`config.mk`:
```
export PLATFORM = sky130hd
export DESIGN_NAME = keypad_entry_unit
export DESIGN_NICKNAME = d
export VERILOG_FILES = /design/src/rtl/keypad_pkg.sv /design/src/rtl/sync2.sv /design/src/rtl/keypad_entry_unit.sv
export SDC_FILE = /design/constraint.sdc
export NUM_CORES = 1
export LEC_CHECK = 0
export ABC_CLOCK_PERIOD_IN_PS = 2250
export BUFFER_PORTS_ARGS = -buffer_cell sky130_fd_sc_hd__buf_2
export CORE_ASPECT_RATIO = 1.5
export CORE_MARGIN = 5
export CORE_UTILIZATION = 30
export DETAILED_ROUTE_END_ITERATION = 12
export PLACE_DENSITY = 0.5
export SYNTH_ARGS = -nofsm -noshare
export SYNTH_HDL_FRONTEND = slang
export SYNTH_HIERARCHICAL = 1
export SYNTH_SLANG_ARGS = --single-unit
```
`constraint.sdc`:
```
create_clock -name clock -period 2.25 [get_ports clock]
set_clock_uncertainty 0.15 [all_clocks]
set_input_delay 0.1125 -clock clock [delete_from_list [all_inputs] [get_ports clock]]
set_output_delay 0.1125 -clock clock [all_outputs]
set_load 0.005 [all_outputs]
```
`src/rtl/keypad_pkg.sv`:
```
// Shared definitions for the keypad entry unit: FSM states, key map and
// row-decoding helpers.
package keypad_pkg;

    typedef enum logic [1:0] {
        ST_SCAN     = 2'd0,
        ST_DEBOUNCE = 2'd1,
        ST_HELD     = 2'd2,
        ST_RELEASE  = 2'd3
    } state_t;

    localparam logic [3:0] ROW_IDLE = 4'b1111;

    // Indexed KEY_MAP[row][col]; the first nibble below is row 0, column 0.
    localparam logic [0:3][0:3][3:0] KEY_MAP = {
        4'h1, 4'h2, 4'h3, 4'hA,
        4'h4, 4'h5, 4'h6, 4'hB,
        4'h7, 4'h8, 4'h9, 4'hC,
        4'hE, 4'h0, 4'hF, 4'hD
    };

    function automatic logic [1:0] lowest_low(input logic [3:0] rows);
        logic [1:0] idx;
        idx = 2'd0;
        for (int i = 3; i >= 0; i--) begin
            if (!rows[i]) idx = 2'(i);
        end
        return idx;
    endfunction

endpackage

```
`src/rtl/sync2.sv`:
```
// Two-flop synchronizer for the asynchronous keypad rows; flops reset high
// so an idle keypad reads as all rows released.
module sync2 #(
    parameter int WIDTH = 4
) (
    input  logic             clock,
    input  logic             reset,
    input  logic [WIDTH-1:0] d_i,
    output logic [WIDTH-1:0] q_o
);

    logic [WIDTH-1:0] meta_q;
    logic [WIDTH-1:0] sync_q;

    always_ff @(posedge clock or posedge reset) begin
        if (reset) begin
            meta_q <= '1;
            sync_q <= '1;
        end else begin
            meta_q <= d_i;
            sync_q <= meta_q;
        end
    end

    assign q_o = sync_q;

endmodule

```
`src/rtl/keypad_entry_unit.sv`:
```
// 4x4 keypad scanner with debounced press/release and a four-digit shift
// register holding the last keys entered.
module keypad_entry_unit
    import keypad_pkg::*;
#(
    parameter int SCAN_DIV        = 4096,
    parameter int DEBOUNCE_CYCLES = 50000
) (
    input  logic        clock,
    input  logic        reset,
    input  logic [3:0]  row,
    input  logic        clr_entry,
    output logic [3:0]  col,
    output logic [15:0] out,
    output logic [3:0]  key_code,
    output logic        key_valid
);

    localparam int SCAN_W = (SCAN_DIV > 1) ? $clog2(SCAN_DIV) : 1;
    localparam int DEB_W  = (DEBOUNCE_CYCLES > 1) ? $clog2(DEBOUNCE_CYCLES) : 1;
    localparam logic [SCAN_W-1:0] SCAN_LAST = SCAN_W'(SCAN_DIV - 1);
    localparam logic [DEB_W-1:0]  DEB_LAST  = DEB_W'(DEBOUNCE_CYCLES - 1);

    logic [3:0] rs;

    state_t            state_q, state_d;
    logic [1:0]        col_idx_q, col_idx_d;
    logic [SCAN_W-1:0] scan_cnt_q, scan_cnt_d;
    logic [DEB_W-1:0]  deb_cnt_q, deb_cnt_d;
    logic [3:0]        pat_q, pat_d;
    logic [1:0]        key_r_q, key_r_d;
    logic [15:0]       out_q, out_d;
    logic [3:0]        code_q, code_d;
    logic              valid_q, valid_d;

    sync2 #(.WIDTH(4)) u_row_sync (
        .clock (clock),
        .reset (reset),
        .d_i   (row),
        .q_o   (rs)
    );

    always_comb begin
        state_d    = state_q;
        col_idx_d  = col_idx_q;
        scan_cnt_d = scan_cnt_q;
        deb_cnt_d  = deb_cnt_q;
        pat_d      = pat_q;
        key_r_d    = key_r_q;
        out_d      = out_q;
        code_d     = code_q;
        valid_d    = 1'b0;

        case (state_q)
            ST_SCAN: begin
                // A detected press freezes the column; the scan count is kept
                // so rotation resumes where it left off.
                if (rs != ROW_IDLE) begin
                    state_d   = ST_DEBOUNCE;
                    deb_cnt_d = '0;
                    pat_d     = rs;
                    key_r_d   = lowest_low(rs);
                end else if (scan_cnt_q == SCAN_LAST) begin
                    scan_cnt_d = '0;
                    col_idx_d  = col_idx_q + 2'd1;
                end else begin
                    scan_cnt_d = scan_cnt_q + SCAN_W'(1);
                end
            end
            ST_DEBOUNCE: begin
                if (rs != pat_q) begin
                    state_d   = ST_SCAN;
                    deb_cnt_d = '0;
                end else if (deb_cnt_q == DEB_LAST) begin
                    state_d   = ST_HELD;
                    deb_cnt_d = '0;
                    valid_d   = 1'b1;
                    code_d    = KEY_MAP[key_r_q][col_idx_q];
                    out_d     = {out_q[11:0], KEY_MAP[key_r_q][col_idx_q]};
                end else begin
                    deb_cnt_d = deb_cnt_q + DEB_W'(1);
                end
            end
            ST_HELD: begin
                if (rs == ROW_IDLE) begin
                    state_d   = ST_RELEASE;
                    deb_cnt_d = '0;
                end
            end
            ST_RELEASE: begin
                if (rs != ROW_IDLE) begin
                    state_d   = ST_HELD;
                    deb_cnt_d = '0;
                end else if (deb_cnt_q == DEB_LAST) begin
                    state_d   = ST_SCAN;
                    deb_cnt_d = '0;
                end else begin
                    deb_cnt_d = deb_cnt_q + DEB_W'(1);
                end
            end
            default: begin
                state_d   = ST_SCAN;
                deb_cnt_d = '0;
            end
        endcase

        if (clr_entry) out_d = '0;
    end

    always_ff @(posedge clock or posedge reset) begin
        if (reset) begin
            state_q    <= ST_SCAN;
            col_idx_q  <= 2'd0;
            scan_cnt_q <= '0;
            deb_cnt_q  <= '0;
            pat_q      <= ROW_IDLE;
            key_r_q    <= 2'd0;
            out_q      <= '0;
            code_q     <= '0;
            valid_q    <= 1'b0;
        end else begin
            state_q    <= state_d;
            col_idx_q  <= col_idx_d;
            scan_cnt_q <= scan_cnt_d;
            deb_cnt_q  <= deb_cnt_d;
            pat_q      <= pat_d;
            key_r_q    <= key_r_d;
            out_q      <= out_d;
            code_q     <= code_d;
            valid_q    <= valid_d;
        end
    end

    assign col       = ~(4'b0001 << col_idx_q);
    assign out       = out_q;
    assign key_code  = code_q;
    assign key_valid = valid_q;

endmodule

```
# == Word level (Yosys, flattened, before mapping) ==
# Cells that the tools add are included.
# op_classes
n_addsub,3
magnitude_cmp,2
eq_ne,13
shift,1
muxes,31
n_bitwise,5
reduce_logical,10
# ops
cell,count
$mux W16,11
$pmux W16 S4,1
$bmux W16 S2,1
$mux W2,10
$add A16 B1 Y16 const B,1
$eq A16 B16 Y1 const B,1
$add A12 B1 Y12 const B,1
$eq A12 B12 Y1 const B,1
$mux W12,1
$reduce_and A3 Y1,3
$bmux W4 S2,1
$mux W4,2
$pmux W2 S4,1
$ge A3 B3 Y1 const B,2
$ne A2 B2 Y1 const B,3
$ne A3 B3 Y1 const B,2
$not A2 Y3,2
$reduce_and A2 Y1,3
$eq A2 B2 Y1 const B,2
$eq A4 B4 Y1 const B,1
$ne A4 B4 Y1,1
$ne A4 B4 Y1 const B,1
$not A4 Y4,1
$reduce_and A4 Y1,1
other kinds (7),11
# word_totals
register_bits,67
inputBits,7
output_inout_bits,25
elab_cells,76

# == Logic depth before layout (Yosys ltp) ==
# Gate-level depths: netlist (run 1).
# depth
depth_word,11
depth_mapped,9
mapped_depth_nobuf,6

# == Hierarchy ==
# Netlist (run 1), hierarchy kept.
# modules_own_cells
module,instances,cells_each,area_per_inst_um2,seq_area_each_um2
keypad_entry_unit,1,316,3094.2,1481.4
sync2,1,9,214.0,210.2

# == Worst setup path before layout (run 1) ==
# No wires, ideal clock.
# synth_timing
path_type,register to register
start,register deb_cnt_q[4]
end,"register code_q[0], in the netlist key_code[0]"
setup_ps,125
t_arrival_ps,1814
required_ps,1975
setup_slack_ps,161
stages_incl_launch_ff,6
n_path_buf,1
synth_period_minus_slack_ps,2089
path_cell_list,dfrtp_1 > or4b_4 > nor4_4 > and4_1 > buf_6 > mux2_2
# synth_between
elab_chain_len,2
# synth_lines
element,line_no,text
"start, declared",keypad_entry_unit.sv:29,"logic [DEB_W-1:0] deb_cnt_q, deb_cnt_d;"
"start signal, assigned",keypad_entry_unit.sv:125,deb_cnt_q <= deb_cnt_d;
$eq A16 B16 Y1,keypad_entry_unit.sv:74,end else if (deb_cnt_q == DEB_LAST) begin
$reduce_and A3 Y1 (no line),--,
"end signal, assigned",keypad_entry_unit.sv:129,code_q <= code_d;
"end, declared",keypad_entry_unit.sv:33,"logic [3:0] code_q, code_d;"
# No other way between the ends.
# A chain may end at the register's enable or synchronous reset.

# == Final worst setup path (run 1) ==
# layout_timing
start,register deb_cnt_q[4]
end,"register out_q[14], in the netlist out[14]"
# layout_between
elab_chain_len,3
# layout_lines
element,line_no,text
$eq A16 B16 Y1,keypad_entry_unit.sv:74,
$reduce_bool A2 Y1 (no line),--,
$reduce_and A3 Y1 (no line),--,
"end signal, assigned",keypad_entry_unit.sv:128,out_q <= out_d;
"end, declared",keypad_entry_unit.sv:32,"logic [15:0] out_q, out_d;"
# No other way between the ends.

==> impl_metrics.toml, run 1 <==
[routing]
ant_nets = 0
route.detailed.drc = 0
wirelength_um = 7048
vias = 2533
wl_per_cell_um = 13.35
post_drt_via_cell_ratio = 4.797
drt_iter0_drc = 78
drt-pass1-iter-count = 6

[grt]
grt_max_degree = 36
gr-total-overflow = 0
grt_pass1_vias = 2491
grt_util_all_layers = 0.1134
antenna_found_initial = 0
grt_pass1_wl_um = 11800

[placed_design]
place.gp.congestion = 0.7942
io_buffers = 31
hpwlAfterDp_um = 5245

[sta]
setup_viol = 0
fmax_mhz = 471.3
maxSlewViolCount = 0
rsz0062_at_grt = "no"
hold_viol = 0
hold_slack_ns = 0.2041
fin_setup_tns_ns = 0
slew-limit-headroom = 0.6142
tightest_slew_ns = 0.5779
fin_crit_ns = 2.122
period_share = 0.9429

[power]
p_per_area_mw_per_mm2 = 854.5
peakVddDrop_mv = 0.3529
p_leak_nw = 1.759
p_total_mw = 3.471

[floorplanning]
row_count = 47
design.portCount = 32
start_util = 0.3024
die_x_um = 95.74
dieHeight_um = 138.6
dieArea_sq_mm = 0.01327
coreArea_sq_mm = 0.01094

[synth]
synthArstFlopShare = 1.000
synth.area.top_cells = "dfrtp_1, dfstp_2, nand2_1"
synthFlopType = "dfrtp_1"
netlist_instances = 325
synth-seq-cells = 67
syn_area_per_cell_sq_um = 10.18
synth_edf_count = 0
syn_area_sq_mm = 0.003308
synth_top_area_frac = 0.4160
yosysTopAreaCell = "dfrtp_1"
yosys.cell_count.top_type = "dfrtp_1"
synthDistinctLibCells = 54
seq_area_frac_synth = 0.5113
synth.yosys.warnings = 6
synthTopCellsByCount = "dfrtp_1, nand2_1, inv_1, nor2_1"
synth_fp_nets = 338

[clock_tree]
cts_buffers = 9
path_clk_slew_ns = 0.06
htree_levels = 3
clock_sinks = 67
post-cts-setup-buffers = 0
clock_latency_ns = 0.33
root_buffer = "clkbuf_16"
clock_path_buffers = 2
cts_tree = "done"

[cells_and_area]
diodes = 0
layout.nets = 389
area_growth_pct = 22.81
fillerInstances = 1125
drive_gt1_frac = 0.2415

[critical_path]
r2r_cells = 5
worstSetupPathType = "register to register"
worstPathArrival_ns = 2.22
r2r-end = "out[14]"
start_kind = "register"
r2r-start = "deb_cnt_q[4]"
r2r_setup_slack_ns = 0.13
crit_required_ns = 2.35
critPathMaxFanout = 9
end_kind = "register"

[status]
status = "finished, final reports clean"

[hold_path]
whs_endpoint = "u_row_sync/q_o[0]"
hold_depth = 0
hold_path_class = "register to register"
worstHoldStart = "u_row_sync/meta_q[0]"

[job]
drv_cap = 0
-- logic make-up (layout without fill, tap and decap cells) --
logic type	Yosys count	count (layout)	share of synthesized area
and+or+nand+nor	128	128	0.2065
AOI/OAI and AO/OA	55	55	0.1059
buffers and inverters	35	91	0.05597
muxes	17	17	0.05257
adders and majority gates	6	6	0.02269
xor gates and xnor gates	17	17	0.04501
DFF	67	67	0.5113
-- flip-flops by register name, indices dropped and copies added (netlist names), 4 cells and up --
name	count
deb_cnt_q	16
out	16
scan_cnt_q	12
key_code	4
pat_q	4
u_row_sync/meta_q	4
u_row_sync/q_o	4
-- metal layers --
| metal | track usage | wire length, um | vias to the layer above |
|---|---|---|---|
| li1 | - | - | 1245 |
| met1 | 0.1253 | 2934 | 1248 |
| met2 | 0.1990 | 3737 | 33 |
| met3 | 0.03637 | 266 | 7 |
| met4 | 0.04048 | 109 | 0 |
| met5 | 0 | 0 | - |
-- metrics by stage --
step / utilization / instance area [sq um] / cells / setup WS (ns)
after detailed placement: 0.3369 / 3685 / 506 / 0.03236
after floorplan: - / 3308 / 325 / 0.1611
after global placement: 0.3369 / 3685 / 506 / 0.1028
final: 0.3714 / 4063 / 528 / 0.1284
after CTS: 0.3713 / 4061 / 528 / 0.01852
after global routing: 0.3714 / 4063 / 528 / 0.01406
-- area by class of cell --
type | instances | area (sq um) | share of cell area
timing repair buffer | 55 | 362.8 | 0.08931
tap | 147 | 183.9 | 0.04527
inverter | 20 | 75.07 | 0.01848
clock inverter | 7 | 91.34 | 0.02248
multi-input combinational | 223 | 1433 | 0.3526
sequential | 67 | 1692 | 0.4164
clock buffer | 9 | 225.2 | 0.05544
-- where the power goes --
part / switching (mW) / internal [mW] / leakage, nW
clock: 0.522 / 0.967 / 0.156
combinational: 0.324 / 0.215 / 0.717
sequential: 0.109 / 1.34 / 0.886
-- worst max-delay path, cell delays in order (launching register included) --
cell,delay (ns)
dfrtp_1,0.37
or4b_4,0.56
nor4_4,0.18
and4_2,0.37
buf_4,0.20
mux2i_1,0.21
-- cells in the final DEF, fill, tap and decap left out, types with 6 or more instances in the layout --
master	Yosys	routed
dfrtp_1	55	55
nand2_1	51	51
buf_2	5	31
nor2_1	19	19
inv_1	19	18
o21ai_0	17	17
nand3_1	17	17
buf_4	1	17
mux2i_1	14	14
nand4_1	12	12
dfstp_2	12	12
a21oi_1	11	11
xnor2_1	10	10
clkbuf_16	0	9
xor2_1	7	7
ha_1	6	6
dlygate4sd3_1	0	6
-- repair_timing --
action                                  in CTS  in global routing
gates resized for setup                      0                  2
hold endpoints to repair                    33                  0
hold buffers                                 6                  0
endpoints found under the setup margin       0                 16
-- how the worst max path moves through the flow --
stage,endpoint,depth (start not counted),slack [ns],from
after global routing,deb_cnt_q[11],5,0.01,u_row_sync/q_o[3]
after floorplan,key_code[0],5,0.16,deb_cnt_q[4]
after CTS,deb_cnt_q[14],5,0.02,u_row_sync/q_o[3]
after global placement,key_code[2],5,0.10,deb_cnt_q[4]
after detailed placement,deb_cnt_q[14],5,0.03,u_row_sync/q_o[3]
final,out[14],5,0.13,deb_cnt_q[4]
(Power assumes the default switching activity.)
==> inputs of run 2 (changes only) <==
--- a/config.mk
+++ b/config.mk
@@ -11,6 +11,8 @@
 export CORE_MARGIN = 5
 export CORE_UTILIZATION = 30
+export CTS_CLUSTER_SIZE = 12
 export DETAILED_ROUTE_END_ITERATION = 12
 export PLACE_DENSITY = 0.5
+export SLEW_MARGIN = 20
 export SYNTH_ARGS = -nofsm -noshare
 export SYNTH_HDL_FRONTEND = slang
==> constraint.sdc (replaced) <==
create_clock -name clock -period 2.25 [get_ports clock]
set_clock_uncertainty 0.15 [all_clocks]
set_input_delay 0.675 -clock clock [delete_from_list [all_inputs] [get_ports clock]]
set_output_delay 0.675 -clock clock [all_outputs]
set_load 0.005 [all_outputs]
==> run 2 against run 1 <==
Cell count decreased by 0.57%. Utilization is 0.21 points lower. Wire length rose by 0.96%. Register-to-register slack better by 0.02 ns. Via count about the same. Global-route usage increased by 0.075 points. Sequential power about the same. Worst hold slack worse by 0.089 ns. Total power shrank 1.5%. Clock power fell by 5%. Sequential share of layout area is 0.23 points higher. Critical path type is now register to output port.
==> impl_metrics.toml, run 2 (synthesis results as in run 1) <==
[status]
status = "finished, final reports clean"

[critical_path]
worstPathArrival_ns = 1.31
crit_required_ns = 1.42
path_common_cell = "inv_1"
path_buf_inv = 3
r2r-start = "deb_cnt_q[4]"
end_kind = "output port"
r2r_cells = 4
crit_chain = "inv_1 -> ha_1 -> inv_1 -> buf_2"
r2r_setup_slack_ns = 0.15
start_kind = "register"
r2r-end = "key_code[0]"
worstSetupPathType = "register to output port"
critPathMaxFanout = 8
cp_slowest_stage_delay_ns = 0.47
path_delay_family = "flip-flops"
critPathSlowestCell = "dfrtp_1"

[cells_and_area]
ff_latch_area_sq_mm = 0.001692
multi_input_area_sq_mm = 0.001435
utilization = 0.3694
area_growth_pct = 22.13
stdcell_area_sq_mm = 0.004040
finalNonFillerCells = 525
fillerInstances = 1107
final_cell_mix = "dfrtp_1, nand2_1, buf_2, nor2_1, buf_4"
drive_gt1_frac = 0.2487
final_common_cell = "dfrtp_1"
diodes = 0
layout.nets = 386

[sta]
maxSlewViolCount = 0
rsz0062_at_grt = "no"
hold_viol = 0
setup_viol = 0
fmax_mhz = 467.4
slew-limit-headroom = 0.7632
hold_slack_ns = 0.1150
period_share = 0.9508
fin_crit_ns = 2.139
tightest_slew_ns = 0.3526
fin_setup_tns_ns = 0

[routing]
drt-pass1-iter-count = 4
vias = 2534
drt_iter0_drc = 64
route.detailed.drc = 0
wl_per_cell_um = 13.55
ant_nets = 0
wirelength_um = 7116
post_drt_via_cell_ratio = 4.827

[grt]
grt_pass1_wl_um = 11850
grt_pass1_vias = 2513
grt_max_degree = 45
antenna_found_initial = 0
grt_util_all_layers = 0.1142
gr-total-overflow = 0

[placed_design]
io_buffers = 31
place_area_sq_mm = 0.003724
placedCellCount = 509
hpwlAfterDp_um = 5226
place.gp.congestion = 0.7680

[clock_tree]
clock_path_buffers = 2
cts_resized = 0
root_buffer = "clkbuf_16"
cts_hold_buf = 0
cts_buffers = 9
post-cts-setup-buffers = 0
clock_latency_ns = 0.33
htree_levels = 3
cts_tree = "done"
clock_sinks = 67
path_clk_slew_ns = 0.06

[floorplanning]
design.portCount = 32
coreArea_sq_mm = 0.01094
start_util = 0.3024
die_x_um = 95.74
row_count = 47
dieHeight_um = 138.6
dieArea_sq_mm = 0.01327

[hold_path]
hold_path_class = "input pin to asynchronous set/reset pin"

[job]
drv_cap = 0

[power]
peakVddDrop_mv = 0.3856
p_per_area_mw_per_mm2 = 846.3
p_leak_nw = 1.745
## run 2: changes by cell type in the layout (fill, tap and decap cells not counted), sizes merged
cell	before	now
clkbuf	9	16
buf	49	52
clkinv	4	1
dlygate4sd3	6	0
bufinv	2	0
inv	20	18
## run 2: worst max-delay path by stage
| stage | start | depth (start not counted) | to |
|---|---|---|---|
| 3_5_place_dp | deb_cnt_q[4] | 5 | out[7] |
| 2_1_floorplan | deb_cnt_q[4] | 5 | key_code[0] |
| 4_1_cts | col_idx_q[1] | 4 | col[1] |
| 5_1_grt | col_idx_q[1] | 4 | col[1] |
| 6_report | col_idx_q[1] | 4 | col[1] |
| 3_3_place_gp | u_row_sync/q_o[3] | 5 | deb_cnt_q[14] |
## run 2: cell type report
cell class / instances / share of cell area
multi-input cells: 223 / 0.3552
repair buffers: 52 / 0.08362
clock buffers: 16 / 0.07742
flip-flops and latches: 67 / 0.4187
well taps: 147 / 0.04552
inverters: 20 / 0.01951
## run 2: per-stage QoR
step	worst slack, ns	total power [mW]
detailed placement	0.09321	2.029
finish	0.1107	3.419
global placement	0.09951	2.017
CTS	0.07704	3.480
floorplan	0.1611	1.830
global route	0.02734	3.599
## run 2: worst reg2reg max path, cell delays in order (launching register included)
cell and delay (ns):
dfrtp_1 0.37, or4b_4 0.56, nor4_4 0.19, and4_2 0.36
mux2_2 0.36
## run 2: layer usage
metal  wire (um)  up-vias  GRT usage
met1        2868     1225     0.1248
met2        3769       49     0.1965
met3         311       15    0.03420
met5           0        -          0
li1            -     1245          -
met4         167        0    0.05472
## run 2: report_power, final
part / internal (mW) / switching (mW)
Combinational: 0.223 / 0.346
Clock: 0.934 / 0.478
Sequential: 1.34 / 0.102
Total: 2.49 / 0.926
